### src/rtl/copy_engine_arbiter_if.sv
// Handshake bundle between the draw clients, the copy engine and copy_engine_arbiter.
// The arbiter takes the master modport; clients and the engine model take the slave modport.
interface copy_engine_arbiter_if #(
    parameter int N_REQ = 4,
    parameter int ID_W  = 2
);
    logic [N_REQ-1:0] req;
    logic             hold;
    logic             finished;
    logic             clear_err;
    logic [N_REQ-1:0] grant;
    logic [ID_W-1:0]  grant_id;
    logic             copy_start;
    logic             copy_enable;
    logic [N_REQ-1:0] done;
    logic             busy;
    logic             timeout_err;
    logic [ID_W-1:0]  err_id;

    modport master (
        input  req, hold, finished, clear_err,
        output grant, grant_id, copy_start, copy_enable, done, busy, timeout_err, err_id
    );

    modport slave (
        output req, hold, finished, clear_err,
        input  grant, grant_id, copy_start, copy_enable, done, busy, timeout_err, err_id
    );
endinterface

### src/rtl/copy_engine_arbiter.sv
// Round-robin owner of the shared background/sprite copy engine: grants one draw client at a
// time, pulses copy_start, waits for finished (or aborts on timeout) and pulses done back.
module copy_engine_arbiter #(
    parameter int               N_REQ   = 4,
    parameter int               ID_W    = 2,
    parameter int               TO_W    = 20,
    parameter logic [TO_W-1:0]  TIMEOUT = 20'd833333
) (
    input  logic                   clock,
    input  logic                   reset,
    copy_engine_arbiter_if.master  bus
);

    typedef enum logic [1:0] {
        IDLE    = 2'd0,
        START   = 2'd1,
        BUSY    = 2'd2,
        RELEASE = 2'd3
    } state_t;

    localparam logic [TO_W-1:0] TO_LAST = TIMEOUT - TO_W'(1);

    // Search starts just after the last winner so a requester that keeps req high goes to the back.
    function automatic logic [ID_W-1:0] pick_winner(input logic [N_REQ-1:0] r,
                                                    input logic [ID_W-1:0]  p);
        logic [ID_W-1:0] w;
        logic [ID_W-1:0] idx;
        logic            found;
        w     = '0;
        found = 1'b0;
        for (int i = 1; i <= N_REQ; i++) begin
            idx = ID_W'((int'(p) + i) % N_REQ);
            if (!found && r[idx]) begin
                w     = idx;
                found = 1'b1;
            end
        end
        return w;
    endfunction

    function automatic logic [N_REQ-1:0] onehot(input logic [ID_W-1:0] id);
        logic [N_REQ-1:0] v;
        v     = '0;
        v[id] = 1'b1;
        return v;
    endfunction

    state_t           state_p0, state_p1;
    logic [ID_W-1:0]  ptr_p0, ptr_p1;
    logic [TO_W-1:0]  cnt_p0, cnt_p1;
    logic [N_REQ-1:0] grant_p0, grant_p1;
    logic [ID_W-1:0]  gid_p0, gid_p1;
    logic [N_REQ-1:0] done_p0, done_p1;
    logic             err_p0, err_p1;
    logic [ID_W-1:0]  eid_p0, eid_p1;
    logic             start_p1, enable_p1, busy_p1;
    logic [ID_W-1:0]  winner;

    assign winner = pick_winner(bus.req, ptr_p1);

    // Stage p0: next-state and next-output decode
    always_comb begin
        state_p0 = state_p1;
        ptr_p0   = ptr_p1;
        cnt_p0   = cnt_p1;
        grant_p0 = grant_p1;
        gid_p0   = gid_p1;
        done_p0  = '0;
        err_p0   = err_p1 & ~bus.clear_err;
        eid_p0   = eid_p1;

        case (state_p1)
            IDLE: begin
                if (!bus.hold && (bus.req != '0)) begin
                    grant_p0 = onehot(winner);
                    gid_p0   = winner;
                    ptr_p0   = winner;
                    state_p0 = START;
                end
            end
            START: begin
                cnt_p0   = '0;
                state_p0 = BUSY;
            end
            BUSY: begin
                cnt_p0 = cnt_p1 + TO_W'(1);
                if (bus.finished) begin
                    done_p0  = onehot(gid_p1);
                    grant_p0 = '0;
                    state_p0 = RELEASE;
                end else if (cnt_p1 == TO_LAST) begin
                    // An abort sets the flag even when clear_err is high in the same cycle.
                    err_p0   = 1'b1;
                    eid_p0   = gid_p1;
                    done_p0  = onehot(gid_p1);
                    grant_p0 = '0;
                    state_p0 = RELEASE;
                end
            end
            RELEASE: begin
                state_p0 = IDLE;
            end
            default: begin
                state_p0 = IDLE;
            end
        endcase
    end

    // Stage p1: every output comes straight from a flop
    always_ff @(posedge clock or posedge reset) begin
        if (reset) begin
            state_p1  <= IDLE;
            ptr_p1    <= ID_W'(N_REQ - 1);
            cnt_p1    <= '0;
            grant_p1  <= '0;
            gid_p1    <= '0;
            done_p1   <= '0;
            err_p1    <= 1'b0;
            eid_p1    <= '0;
            start_p1  <= 1'b0;
            enable_p1 <= 1'b0;
            busy_p1   <= 1'b0;
        end else begin
            state_p1  <= state_p0;
            ptr_p1    <= ptr_p0;
            cnt_p1    <= cnt_p0;
            grant_p1  <= grant_p0;
            gid_p1    <= gid_p0;
            done_p1   <= done_p0;
            err_p1    <= err_p0;
            eid_p1    <= eid_p0;
            start_p1  <= (state_p0 == START);
            enable_p1 <= (state_p0 == START) || (state_p0 == BUSY);
            busy_p1   <= (state_p0 != IDLE);
        end
    end

    assign bus.grant       = grant_p1;
    assign bus.grant_id    = gid_p1;
    assign bus.copy_start  = start_p1;
    assign bus.copy_enable = enable_p1;
    assign bus.done        = done_p1;
    assign bus.busy        = busy_p1;
    assign bus.timeout_err = err_p1;
    assign bus.err_id      = eid_p1;

endmodule

### src/flat_wrapper.sv
// flat-port wrapper written by rule: the top's interface ports become plain ports
module copy_engine_arbiter_flat 
#(
    parameter int               N_REQ   = 4,
    parameter int               ID_W    = 2,
    parameter int               TO_W    = 20,
    parameter logic [TO_W-1:0]  TIMEOUT = 20'd833333
)
  (clock, reset, bus_req, bus_hold, bus_finished, bus_clear_err, bus_grant, bus_grant_id, bus_copy_start, bus_copy_enable, bus_done, bus_busy, bus_timeout_err, bus_err_id);
  copy_engine_arbiter_if #(.N_REQ(N_REQ), .ID_W(ID_W)) bus_i ();
  input  logic clock;
  input  logic reset;
  input wire logic [$bits(bus_i.req)-1:0] bus_req;
  input wire logic [$bits(bus_i.hold)-1:0] bus_hold;
  input wire logic [$bits(bus_i.finished)-1:0] bus_finished;
  input wire logic [$bits(bus_i.clear_err)-1:0] bus_clear_err;
  output wire logic [$bits(bus_i.grant)-1:0] bus_grant;
  output wire logic [$bits(bus_i.grant_id)-1:0] bus_grant_id;
  output wire logic [$bits(bus_i.copy_start)-1:0] bus_copy_start;
  output wire logic [$bits(bus_i.copy_enable)-1:0] bus_copy_enable;
  output wire logic [$bits(bus_i.done)-1:0] bus_done;
  output wire logic [$bits(bus_i.busy)-1:0] bus_busy;
  output wire logic [$bits(bus_i.timeout_err)-1:0] bus_timeout_err;
  output wire logic [$bits(bus_i.err_id)-1:0] bus_err_id;
  assign bus_i.req = bus_req;
  assign bus_i.hold = bus_hold;
  assign bus_i.finished = bus_finished;
  assign bus_i.clear_err = bus_clear_err;
  assign bus_grant = bus_i.grant;
  assign bus_grant_id = bus_i.grant_id;
  assign bus_copy_start = bus_i.copy_start;
  assign bus_copy_enable = bus_i.copy_enable;
  assign bus_done = bus_i.done;
  assign bus_busy = bus_i.busy;
  assign bus_timeout_err = bus_i.timeout_err;
  assign bus_err_id = bus_i.err_id;
  copy_engine_arbiter #(.N_REQ(N_REQ), .ID_W(ID_W), .TO_W(TO_W), .TIMEOUT(TIMEOUT)) u_core (.clock(clock), .reset(reset), .bus(bus_i));
endmodule
### config.mk
export PLATFORM = sky130hd
export DESIGN_NAME = copy_engine_arbiter_flat
export DESIGN_NICKNAME = d
export VERILOG_FILES = /design/src/rtl/copy_engine_arbiter_if.sv /design/src/rtl/copy_engine_arbiter.sv /design/src/flat_wrapper.sv
export SDC_FILE = /design/constraint.sdc
export NUM_CORES = 1
export LEC_CHECK = 0
export CORE_ASPECT_RATIO = 1.75
export CORE_MARGIN = 4
export CORE_UTILIZATION = 55
export DETAILED_ROUTE_END_ITERATION = 7
export PLACE_DENSITY_LB_ADDON = 0.15
export SLEW_MARGIN = 25
export SYNTH_ARGS = -nofsm -noshare
export SYNTH_HDL_FRONTEND = slang
export SYNTH_SLANG_ARGS = --single-unit
### constraint.sdc
create_clock -name clock -period 2.7 [get_ports clock]
set_clock_uncertainty 0.15 [all_clocks]
set_input_delay 0.27 -clock clock [delete_from_list [all_inputs] [get_ports clock]]
set_output_delay 0.27 -clock clock [all_outputs]
set_load 0.01 [all_outputs]
* Word level (Yosys, flattened, before mapping) *
Index checks and enable logic that the tools add are counted.

storage, ports and cells
  output and inout port bits = 16
  input bits = 9
  register bits after elaboration = 40
  logic and storage cells = 88

operators by class
  eq/ne operators = 8
  mux-type cells = 34
  reductions and logical operators = 19
  bitwise gates (word level) = 3
  magnitude comparators = 8
  add/sub/neg operators = 5

operators with widths
  operator                                                               number
  20-bit one-hot mux with 2 select lines                                 1
  4-bit two-way mux                                                      6
  20-bit by 1-bit adder with 20-bit output, second input constant        1
  20-bit == test, second input constant                                  1
  2-bit by 3-bit < comparator with 1-bit output, second input constant   6
  2-bit two-way mux                                                      7
  1-bit two-way mux                                                      12
  1-bit binary-select mux with 2-bit select                              4
  2-bit one-hot mux with 4 select lines                                  1
  4-bit one-hot mux with 2 select lines                                  1
  2-bit == test, second input constant                                   3
  1-bit logical AND                                                      6
  3-bit AND reduction                                                    2
  2-bit nonzero test                                                     3
  2-bit by 1-bit adder with 2-bit output, second input constant          2
  2-bit adder, second input constant                                     2
  1-bit demux with 2-bit select                                          2
  2-bit by 1-bit == test with 1-bit output, second input constant        2
  2-bit by 1-bit >= comparator with 1-bit output, second input constant  2
  1-bit logical NOT                                                      4
  4-bit nonzero test                                                     1
  3-bit by 2-bit != test with 1-bit output, second input constant        1
  2-bit logical NOT                                                      1
  2-bit by 1-bit != test with 1-bit output, second input constant        1
  4 further kinds                                                        5

* Depth between registers and ports, before layout *
  word-level depth = 19
  depth in mapped cells = 8
  gate-level depth less buffers = 8

* Worst setup path before layout *
No wires, ideal clock.

  kind = register to register
  from = register u_core.state_p1[0]
  to = register u_core.cnt_p1[19]
  arrival time = 2,160 ps
  slack = 313 ps
  cell stages (with the launch flop) = 9
  path buffers = 2
  data required time = 2,473 ps
  path through = dfrtp_1 inv_1 ha_1 buf_4 nand4_2 or4_1 buf_2 or4_1 a21oi_1

between the ends
  longest elaborated chain between the ends = 2
  elaborated cells on any way between the ends = 4
  those cells by class = 2 x eq/ne; 1 x mux; 1 x reduce/logical

RTL lines
  item                                                                          line                        source
  start, declared                                                               copy_engine_arbiter.sv:48   state_t state_p0, state_p1;
  start signal, assigned                                                        copy_engine_arbiter.sv:124  state_p1 <= state_p0;
  2-bit == test or 2-bit by 1-bit == test with 1-bit output (tied branches)     copy_engine_arbiter.sv:72   case (state_p1)
  20-bit one-hot mux with 2 select lines or 2-bit nonzero test (tied branches)  n/a
  end signal, assigned                                                          copy_engine_arbiter.sv:126  cnt_p1 <= cnt_p0;
  end, declared                                                                 copy_engine_arbiter.sv:50   logic [TO_W-1:0] cnt_p0, cnt_p1;

Several ways; a longest one is shown, not always the timed one.
A chain may end at the register's enable or synchronous reset.

* Final worst setup path *
  from = register u_core.cnt_p1[0]
  to = register u_core.enable_p1 (netlist: u_core.bus.copy_enable)

between the ends
  longest elaborated chain between the ends = 6
  elaborated cells on any way between the ends = 7
  those cells by class = 3 x eq/ne; 3 x mux; 1 x reduce/logical

RTL lines
  item                                                                       line                        source
  20-bit == test (*)                                                         copy_engine_arbiter.sv:91   end else if (cnt_p1 == TO_LAST) begin
  2-bit two-way mux (*)                                                      copy_engine_arbiter.sv:91
  2-bit two-way mux (*)                                                      copy_engine_arbiter.sv:87   if (bus.finished) begin
  2-bit one-hot mux with 4 select lines (*)                                  copy_engine_arbiter.sv:72
  2-bit by 1-bit == test with 1-bit output or 2-bit == test (tied branches)  copy_engine_arbiter.sv:133  enable_p1 <= (state_p0 == START) || (state_p0 == BUSY);
  1-bit logical OR (*)                                                       copy_engine_arbiter.sv:133
  end signal, assigned                                                       copy_engine_arbiter.sv:133
  end, declared                                                              copy_engine_arbiter.sv:56   logic start_p1, enable_p1, busy_p1;

Mark *: on every way between the ends. The rest lies on a longest branch, timed or not.

==> flow_metrics.py <==
metrics = {
    "floorplanning": {
        "die_width_um": 53.5,
        "floorplan.rows": 28,
        "number_of_top_level_pins": 25,
        "initial_utilization_pct": 58.1,
        "dieArea_mm2": 0.00469,
        "die-height_um": 87.7,
        "coreArea_mm2": 0.00343,
    },
    "cts": {
        "cts_hold_buf": 0,
        "tritoncts": "done",
        "cts_inserted_buffers": 5,
        "clock_latency_ns": 0.29,
        "clock_sink_count": 40,
        "h_tree_depth": 2,
        "cts_buffer_depth": 2,
        "cts_resized": 0,
        "cts.reportedPaths.clkPinSlew_ns": 0.07,
        "postCtsSetupBuffers": 0,
        "clockRootBuffer": "sky130_fd_sc_hd__clkbuf_8",
    },
    "outcome": {
        "result_of_the_run": "finished clean",
    },
    "drt": {
        "detailedRoute.firstIterationViolations": 41,
        "avgViaCountPerCell": 6.11,
        "detailroute.via_count": 1663,
        "post_drt_wl_per_cell_um": 16.0,
        "route.detailed.drc": 0,
        "antenna_violating_nets_post_route": 0,
        "wl_um": 4340,
        "drt_first_pass_iters": 4,
    },
    "pwr": {
        "p_switching_mw": 0.729,
        "power_switching_share_pct": 36.6,
        "total_leakage_power_nw": 0.993,
        "total_power_mw": 1.99,
        "pwr-share-comb_pct": 40.6,
        "worst_ir_drop_vdd_uv": 588,
        "cellPowerDensity_mw_per_mm2": 839,
        "clock_power_share_pct": 18.6,
        "seqPwrFrac_pct": 40.8,
        "internal_power_mw": 1.26,
    },
    "placed_design": {
        "place_congestion": 0.800,
        "post-place-ws_ns": 0.247,
        "dp_hpwl_um": 3290,
        "port-buffer-count": 24,
    },
    "sta": {
        "setup_ws_ns": 0.204,
        "final_hold_violation_count": 0,
        "whs_ns": 0.245,
        "worstMarginPinSlew_ns": 0.516,
        "worst_slew_margin_rel_pct": 65.4,
        "grt_setup_unrepaired": "no",
        "setup_tns_ns": 0,
        "timing.final.max_slew_violations": 0,
        "final-setup-viol-count": 0,
        "layout_worst_path_cycle_share_pct": 92.5,
        "max_clock_freq_ghz": 0.401,
        "timing.final.crit_period_ns": 2.50,
    },
    "finish": {
        "final_layout_size_suffix_gt1_share_pct": 10.6,
        "num_antenna_cells": 0,
        "design.final.nets": 241,
        "syn2layout_area_growth_pct": 18.9,
        "most-common-layout-cells": "sky130_fd_sc_hd__dfrtp_1, sky130_fd_sc_hd__clkdlybuf4s50_1, sky130_fd_sc_hd__o21ai_0, sky130_fd_sc_hd__a21oi_1, sky130_fd_sc_hd__nor2_1",
        "finalCoreUtilization_pct": 69.1,
        "final_common_cell": "sky130_fd_sc_hd__dfrtp_1",
    },
    "critical_path": {
        "crit_buf_inv": 1,
        "crit_path_top_delay_cell": "sky130_fd_sc_hd__or4bb_1",
        "crit_path_max_fanout": 6,
        "crit_type": "reg2reg",
        "endpoint_kind": "flop",
        "crit_path_cell_trace": "inv_1, ha_1, or4bb_1, nor4_1, a21oi_1, a21o_1, ha_1",
        "cp.arrival_ns": 2.52,
        "setup.worst_path.start_class": "flop",
        "cp.required_ns": 2.72,
        "path_common_cell": "sky130_fd_sc_hd__ha_1",
        "cp_slowest_stage_delay_ns": 0.49,
        "worst_path_dominant_cell_family": "simple AND/OR/NAND/NOR gates",
    },
    "global_route": {
        "first_global_vias": 1632,
        "grt_max_degree": 41,
        "grt_first_pass_wirelength_um": 7240,
        "groute.usage.overall_pct": 21.3,
        "grt.overflow.total": 0,
        "antenna_violations_before_repair": 0,
    },
    "job": {
        "timing.max_cap.violations": 0,
    },
    "synthesis": {
        "synth.cell_area_mm2": 0.00200,
        "ys_ff_latch": 40,
        "synth_ff_type": "sky130_fd_sc_hd__dfrtp_1",
        "ys_seq_area_share_pct": 50.3,
        "warning_count_from_the_yosys_run": 0,
        "synthesis.nets": 212,
        "yosys.cell_types.count": 46,
        "post_synth.cell_area_avg_um2": 10.1,
        "number_of_cells_produced_by_synthesis": 197,
        "number_of_enable_flip_flop_cells_after_synthesis": 0,
        "synthArstFlopShare_pct": 100,
    },
    "min_path": {
        "min_path_type": "in2async",
    },
}
layout make-up:
type                       count  area (um2)
clock buffer                   7        76.3
inverter                      12        45.0
clock inverter                 1        5.00
tap                           45        56.3
fill                         301        1060
sequential                    40        1000
timing repair buffer          27         263
multi-input combinational    140         923
layer usage:
metal / GRT usage [%] / part of all wire [%]
met1: 20.2 / 35
met2: 41.3 / 60
met3: 4.60 / 3.9
met4: 9.07 / 1.7
met5: 0 / 0
worst reg2reg max path, delay by kind of cell (launching register included):
family | cells | cell delay [ns]
DFF | 1 | 0.42
AOI/OAI and AO/OA | 2 | 0.45
adders and majority gates | 2 | 0.45
and+or+nand+nor | 2 | 0.80
buffers and inverters | 1 | 0.11
power groups by stage:
| stage | clock network [mW] | registers [mW] | logic, mW |
|---|---|---|---|
| after CTS | 0.384 | 0.810 | 0.814 |
| final | 0.371 | 0.812 | 0.808 |
| after global placement | 0 | 0.811 | 0.774 |
| after global routing | 0.409 | 0.825 | 0.904 |
| after detailed placement | 0 | 0.821 | 0.808 |
| after floorplan | 0 | 0.828 | 0.491 |
through the flow:
| step | area [um2] | cells |
|---|---|---|
| 4_1_cts | 2370 | 272 |
| 3_5_place_dp | 2290 | 264 |
| 6_report | 2370 | 272 |
| 2_1_floorplan | 2000 | 197 |
| 3_3_place_gp | 2290 | 264 |
| 5_1_grt | 2370 | 272 |
path summary, 6_finish.rpt:
path | slack, ns | endpoint | startpoint | depth (start not counted)
worst max-delay path | 0.20 | u_core.bus.copy_enable | u_core.cnt_p1[0] | 7
worst min-delay path | 0.24 | u_core.cnt_p1[16] | reset | 3
worst max register to register | 0.20 | u_core.bus.copy_enable | u_core.cnt_p1[0] | 7
worst min register to register | 0.34 | u_core.bus.grant[3] | u_core.bus.grant[3] | 1
max in group asynchronous | 1.78 | u_core.ptr_p1[0] | reset | 3
min in group clock | 0.34 | u_core.bus.grant[3] | u_core.bus.grant[3] | 1
Yosys cell counts (2+ instances only):
cell / number / area [um2]
sky130_fd_sc_hd__o221ai_1: 2 / 17.5
sky130_fd_sc_hd__or3_2: 4 / 30.0
sky130_fd_sc_hd__dfstp_2: 2 / 52.6
sky130_fd_sc_hd__xnor2_1: 3 / 26.3
sky130_fd_sc_hd__clkbuf_1: 3 / 11.3
sky130_fd_sc_hd__or4bb_1: 2 / 22.5
sky130_fd_sc_hd__nand2_1: 9 / 33.8
sky130_fd_sc_hd__nor2b_1: 3 / 18.8
sky130_fd_sc_hd__inv_1: 12 / 45.0
sky130_fd_sc_hd__nand2b_1: 7 / 43.8
sky130_fd_sc_hd__nor4_1: 2 / 12.5
sky130_fd_sc_hd__xor2_1: 4 / 35.0
sky130_fd_sc_hd__mux2_2: 3 / 33.8
sky130_fd_sc_hd__and3_1: 2 / 12.5
sky130_fd_sc_hd__nor2_1: 13 / 48.8
sky130_fd_sc_hd__o31ai_1: 3 / 22.5
sky130_fd_sc_hd__or4_1: 2 / 15.0
sky130_fd_sc_hd__a21oi_1: 14 / 70.1
sky130_fd_sc_hd__ha_1: 6 / 75.1
sky130_fd_sc_hd__dfrtp_1: 38 / 951
sky130_fd_sc_hd__or3_1: 3 / 18.8
sky130_fd_sc_hd__a32o_1: 4 / 40.0
sky130_fd_sc_hd__o21ai_0: 16 / 80.1
sky130_fd_sc_hd__nor3_1: 5 / 25.0
sky130_fd_sc_hd__nand4_1: 3 / 18.8
sky130_fd_sc_hd__nand3_1: 12 / 60.1
sequential cells by signal, summed over array words and instances (netlist names):
register	flops
u_core.bus.done	4
u_core.cnt_p1	20
u_core.state_p1	2
u_core.bus.err_id	2
u_core.ptr_p1	2
u_core.bus.copy_start	1
u_core.bus.copy_enable	1
u_core.bus.grant_id	2
u_core.bus.grant	4
u_core.bus.busy	1
u_core.bus.timeout_err	1
cells by family after synthesis:
group,Yosys count,synth area share [%]
simple gates,78,23.3
compound gates,46,14.4
flops,40,50.3
buf+inv,17,3.45
xor+xnor,7,3.07
fa+ha+maj,6,3.76
mux,3,1.69
(Power assumes the default switching activity.)
==> patch 1 (same flow settings) <==
`N_REQ` is set to 4 in 3 places; all go to 6.
--- a/src/rtl/copy_engine_arbiter_if.sv
+++ b/src/rtl/copy_engine_arbiter_if.sv
@@ -1,7 +1,7 @@
 // Handshake bundle between the draw clients, the copy engine and copy_engine_arbiter.
 // The arbiter takes the master modport; clients and the engine model take the slave modport.
 interface copy_engine_arbiter_if #(
-    parameter int N_REQ = 4,
+    parameter int N_REQ = 6,
     parameter int ID_W  = 2
 );
     logic [N_REQ-1:0] req;
--- a/src/rtl/copy_engine_arbiter.sv
+++ b/src/rtl/copy_engine_arbiter.sv
@@ -1,7 +1,7 @@
 // Round-robin owner of the shared background/sprite copy engine: grants one draw client at a
 // time, pulses copy_start, waits for finished (or aborts on timeout) and pulses done back.
 module copy_engine_arbiter #(
-    parameter int               N_REQ   = 4,
+    parameter int               N_REQ   = 6,
     parameter int               ID_W    = 2,
     parameter int               TO_W    = 20,
     parameter logic [TO_W-1:0]  TIMEOUT = 20'd833333
--- a/src/flat_wrapper.sv
+++ b/src/flat_wrapper.sv
@@ -1,7 +1,7 @@
 // flat-port wrapper written by rule: the top's interface ports become plain ports
 module copy_engine_arbiter_flat 
 #(
-    parameter int               N_REQ   = 4,
+    parameter int               N_REQ   = 6,
     parameter int               ID_W    = 2,
     parameter int               TO_W    = 20,
     parameter logic [TO_W-1:0]  TIMEOUT = 20'd833333
Ports: changed (resized bus_done, bus_grant and bus_req); port bits go from 25 to 31. The function was not compared with the original's and may differ.
==> patch 1 against the unedited design <==
- setup slack got worse by 38 ps
- fmax fell by 1.5%
- largest cell class is now multi-input gates
- sequential cell count fell by 1
- critical endpoint is now u_core.bus.grant[2]$_DFFE_PP0P_
- total power rose by 36%
- die area rose by 16%
- highest routed layer unchanged
- cell area rose by 19%
- clock power rose by 32%
- routed wire length rose by 22%
- area after synthesis rose by 18%
- critical path type unchanged
==> patch 1: results (changes against the unedited design) <==
cp_top_family: "compound AO/OA/AOI/OAI gates"  # was simple AND/OR/NAND/NOR gates
ys_types: 54  # was 46
gp_congestion: 0.895  # was 0.800
vias_per_cell: 5.68  # was 6.11
yosys-top-cells-area: "dfrtp_1, ha_1, nor2_1"  # was dfrtp_1, o21ai_0, ha_1
cp_max_fo: 10  # was 6
avgRoutedWirePerCell_um: 15.3  # was 16.0 µm
seq_power_w: 0.000765  # was 0.000812 W
switching_share_pct: 40.9  # was 36.6%
cp_slowest_cell: "dfrtp_1"  # was or4bb_1
vdd_drop_max_mv: 0.585  # was 0.588 mV
grt_max_degree: 40  # was 41
synth_seq_area_share_pct: 41.4  # was 50.3%
grt_pass1_vias: 2011  # was 1,632
syn_inst: 262  # was 197
final_nets: 317  # was 241
drive_gt1_share_pct: 11.1  # was 10.6%
cpPeakStageDelay_ps: 440  # was 490 ps
dp_worst_setup_slack_ps: 156  # was 247 ps
place_inst: 338  # was 264
drt_iter0_drc: 58  # was 41
synth_common_cells: "dfrtp_1, nor2_1, nand2_1, inv_1, a21oi_1"  # was dfrtp_1, o21ai_0, a21oi_1, nor2_1
postRouteWirelength_um: 5280  # was 4340 µm
grt_pass1_wl_um: 8890  # was 7240 µm
status: "finished clean"  # unchanged
dpl.hpwl_um: 4120  # was 3290 µm
leakagePower_nw: 1.21  # was 0.993 nW
track_usage_pct: 21.4  # was 21.3%
place_area_mm2: 0.00270  # was 0.00229 mm²
p_per_area_mw_per_mm2: 964  # was 839 mW/mm²
patch 1: cell types whose count changed after synthesis, sizes merged, moves of 6 or more:
cell,delta
nor3,+6
buf,+11
nand2,+14
nor2,+17
patch 1: cells by family after synthesis:
logic type / count (synthesis) / share of synthesized area [%]
muxes: 5 / 2.54
other: 1 / 0.159
AOI/OAI and AO/OA: 50 / 15.2
and+or+nand+nor: 111 / 23.4
DFF: 39 / 41.4
adders and majority gates: 10 / 5.30
buffers and inverters: 32 / 6.83
xor gates and xnor gates: 14 / 5.19
patch 1: routing by layer:
metal	global-route usage, %	up-vias	wire length, µm
li1	-	974	-
met4	12.4	0	200
met5	0	-	0
met1	19.4	938	1870
met2	42.1	35	3060
met3	3.56	18	148
patch 1: worst paths after layout:
check                                                 start                               end  slack [ps]  cells past startpoint
max                            u_core.ptr_p1[1]$_DFFE_PP0P_   u_core.bus.grant[2]$_DFFE_PP0P_         170                      8
min                                                   reset      u_core.cnt_p1[2]$_DFFE_PP0P_         230                      3
max reg2reg                    u_core.ptr_p1[1]$_DFFE_PP0P_   u_core.bus.grant[2]$_DFFE_PP0P_         170                      8
min reg2reg                u_core.bus.err_id[1]$_DFFE_PP0P_  u_core.bus.err_id[1]$_DFFE_PP0P_         350                      2
max in group asynchronous                             reset      u_core.ptr_p1[0]$_DFFE_PP1P_        1810                      3
min in group clock         u_core.bus.err_id[1]$_DFFE_PP0P_  u_core.bus.err_id[1]$_DFFE_PP0P_         350                      2
patch 1: layout make-up:
cell class / count / area (µm²) / area share [%]
timing repair buffer: 40 / 365 / 13.0
tap: 49 / 61.3 / 2.18
sequential: 39 / 977 / 34.8
multi-input combinational: 194 / 1230 / 43.9
clock buffer: 5 / 68.8 / 2.45
clock inverter: 3 / 43.8 / 1.56
inverter: 16 / 60.1 / 2.14
==> patch 2 (config.mk and constraints unchanged) <==
Made on the original files. Reset style: synchronous (`reset`), changed in one clocked block.
--- a/src/rtl/copy_engine_arbiter.sv
+++ b/src/rtl/copy_engine_arbiter.sv
@@ -107,7 +107,7 @@
     end
 
     // Stage p1: every output comes straight from a flop
-    always_ff @(posedge clock or posedge reset) begin
+    always_ff @(posedge clock) begin
         if (reset) begin
             state_p1  <= IDLE;
             ptr_p1    <= ID_W'(N_REQ - 1);
Function: differs if reset is asserted again (counterexample within 4 cycles, from zero or initial values and one cycle with reset high); with reset held inactive, the same outputs for 10 cycles.
==> patch 2 against the unedited design <==
- routed wire length down 12%
- non-clock buffer count is 2 lower
- cell count increased by 0.74%
- sequential cell count did not move
- setup slack improved by 370 ps
- cell area shrank 5.7%
- count of clock-buffer cells in the layout unchanged
- total power is 18% lower
- clock power up 42%
- combinational power decreased by 49%
- area after synthesis decreased by 8.2%
- highest routed layer unchanged
==> patch 2: results (changes against the unedited design) <==
hold_class: "flip-flop to flip-flop"  # was input pin to async pin
grt_pass1_vias: 1546  # was 1,632
status: "finished clean"  # unchanged
gp_congestion: 0.841  # was 0.800
cp_max_fo: 7  # was 6
yosys-top-cells-area: "dfxtp_1, xor2_1, nor2_1"  # was dfrtp_1, o21ai_0, ha_1
ys_types: 38  # was 46
track_usage_pct: 20.0  # was 21.3%
avgRoutedWirePerCell_um: 13.9  # was 16.0 µm
p_comb_w: 0.000414  # was 0.000808 W
dp_worst_setup_slack_ps: 383  # was 247 ps
grtUsageMet2_pct: 38.7  # was 41.3%
grt_max_degree: 19  # was 41
fillerInstances: 287  # was 301
synth_common_cells: "dfxtp_1, nor2_1, xor2_1, nand2_1, nand3_1"  # was dfrtp_1, o21ai_0, a21oi_1, nor2_1
arrival_ps: 2130  # was 2520 ps
drt_iter0_drc: 42  # was 41
postRouteWirelength_um: 3800  # was 4340 µm
grt_pass1_wl_um: 6640  # was 7240 µm
syn_nets: 218  # was 212
leakagePower_nw: 0.803  # was 0.993 nW
drive_gt1_share_pct: 8.23  # was 10.6%
tightestPinTransition_ps: 572  # was 516 ps
cp_slowest_cell: "ha_1"  # was or4bb_1
vdd_drop_max_mv: 0.509  # was 0.588 mV
synth_seq_area_share_pct: 43.7  # was 50.3%
met3_length_um: 114  # was 169 µm
use_met1_pct: 19.1  # was 20.2%
place_area_mm2: 0.00211  # was 0.00229 mm²
dpl.hpwl_um: 2940  # was 3290 µm
-- patch 2: cell types whose count changed after synthesis, moves of 5 or more --
cell	before	now
dfxtp_1	0	40
xor2_1	4	15
dfrtp_1	38	0
a21oi_1	14	8
nor2_1	13	33
o21ai_0	16	2
nand2_1	9	14
-- patch 2: cell families (layout without fill, tap and decap cells) --
group | count (synthesis) | after routing | synth area share [%]
multiplexers | 2 | 2 | 1.09
AO/OA/AOI/OAI | 24 | 24 | 9.69
AND/OR/NAND/NOR | 101 | 101 | 30.5
buffers and inverters | 14 | 41 | 3.00
adder cells (fa/ha/maj) | 5 | 5 | 3.41
XOR/XNOR | 18 | 18 | 8.60
flip-flops | 40 | 40 | 43.7
-- patch 2: area by class of cell --
| type | count | area [µm²] | area share, % |
|---|---|---|---|
| Multi-Input combinational cell | 150 | 977 | 43.7 |
| Tap cell | 43 | 53.8 | 2.41 |
| Inverter | 8 | 30.0 | 1.34 |
| Sequential cell | 40 | 801 | 35.8 |
| Clock inverter | 1 | 30.0 | 1.34 |
| Timing Repair Buffer | 25 | 248 | 11.1 |
| Clock buffer | 7 | 96.3 | 4.31 |
-- patch 2: worst paths after layout --
| check | startpoint | cells past startpoint | slack, ps | to |
|---|---|---|---|---|
| max | u_core.state_p1[0]$_SDFF_PP0_ | 7 | 580 | u_core.cnt_p1[7]$_SDFFE_PP0P_ |
| min | u_core.bus.grant[1]$_SDFFE_PP0P_ | 1 | 330 | u_core.bus.grant[1]$_SDFFE_PP0P_ |
| min reg2reg | u_core.bus.grant[1]$_SDFFE_PP0P_ | 1 | 330 | u_core.bus.grant[1]$_SDFFE_PP0P_ |
| max reg2reg | u_core.state_p1[0]$_SDFF_PP0_ | 7 | 580 | u_core.cnt_p1[7]$_SDFFE_PP0P_ |
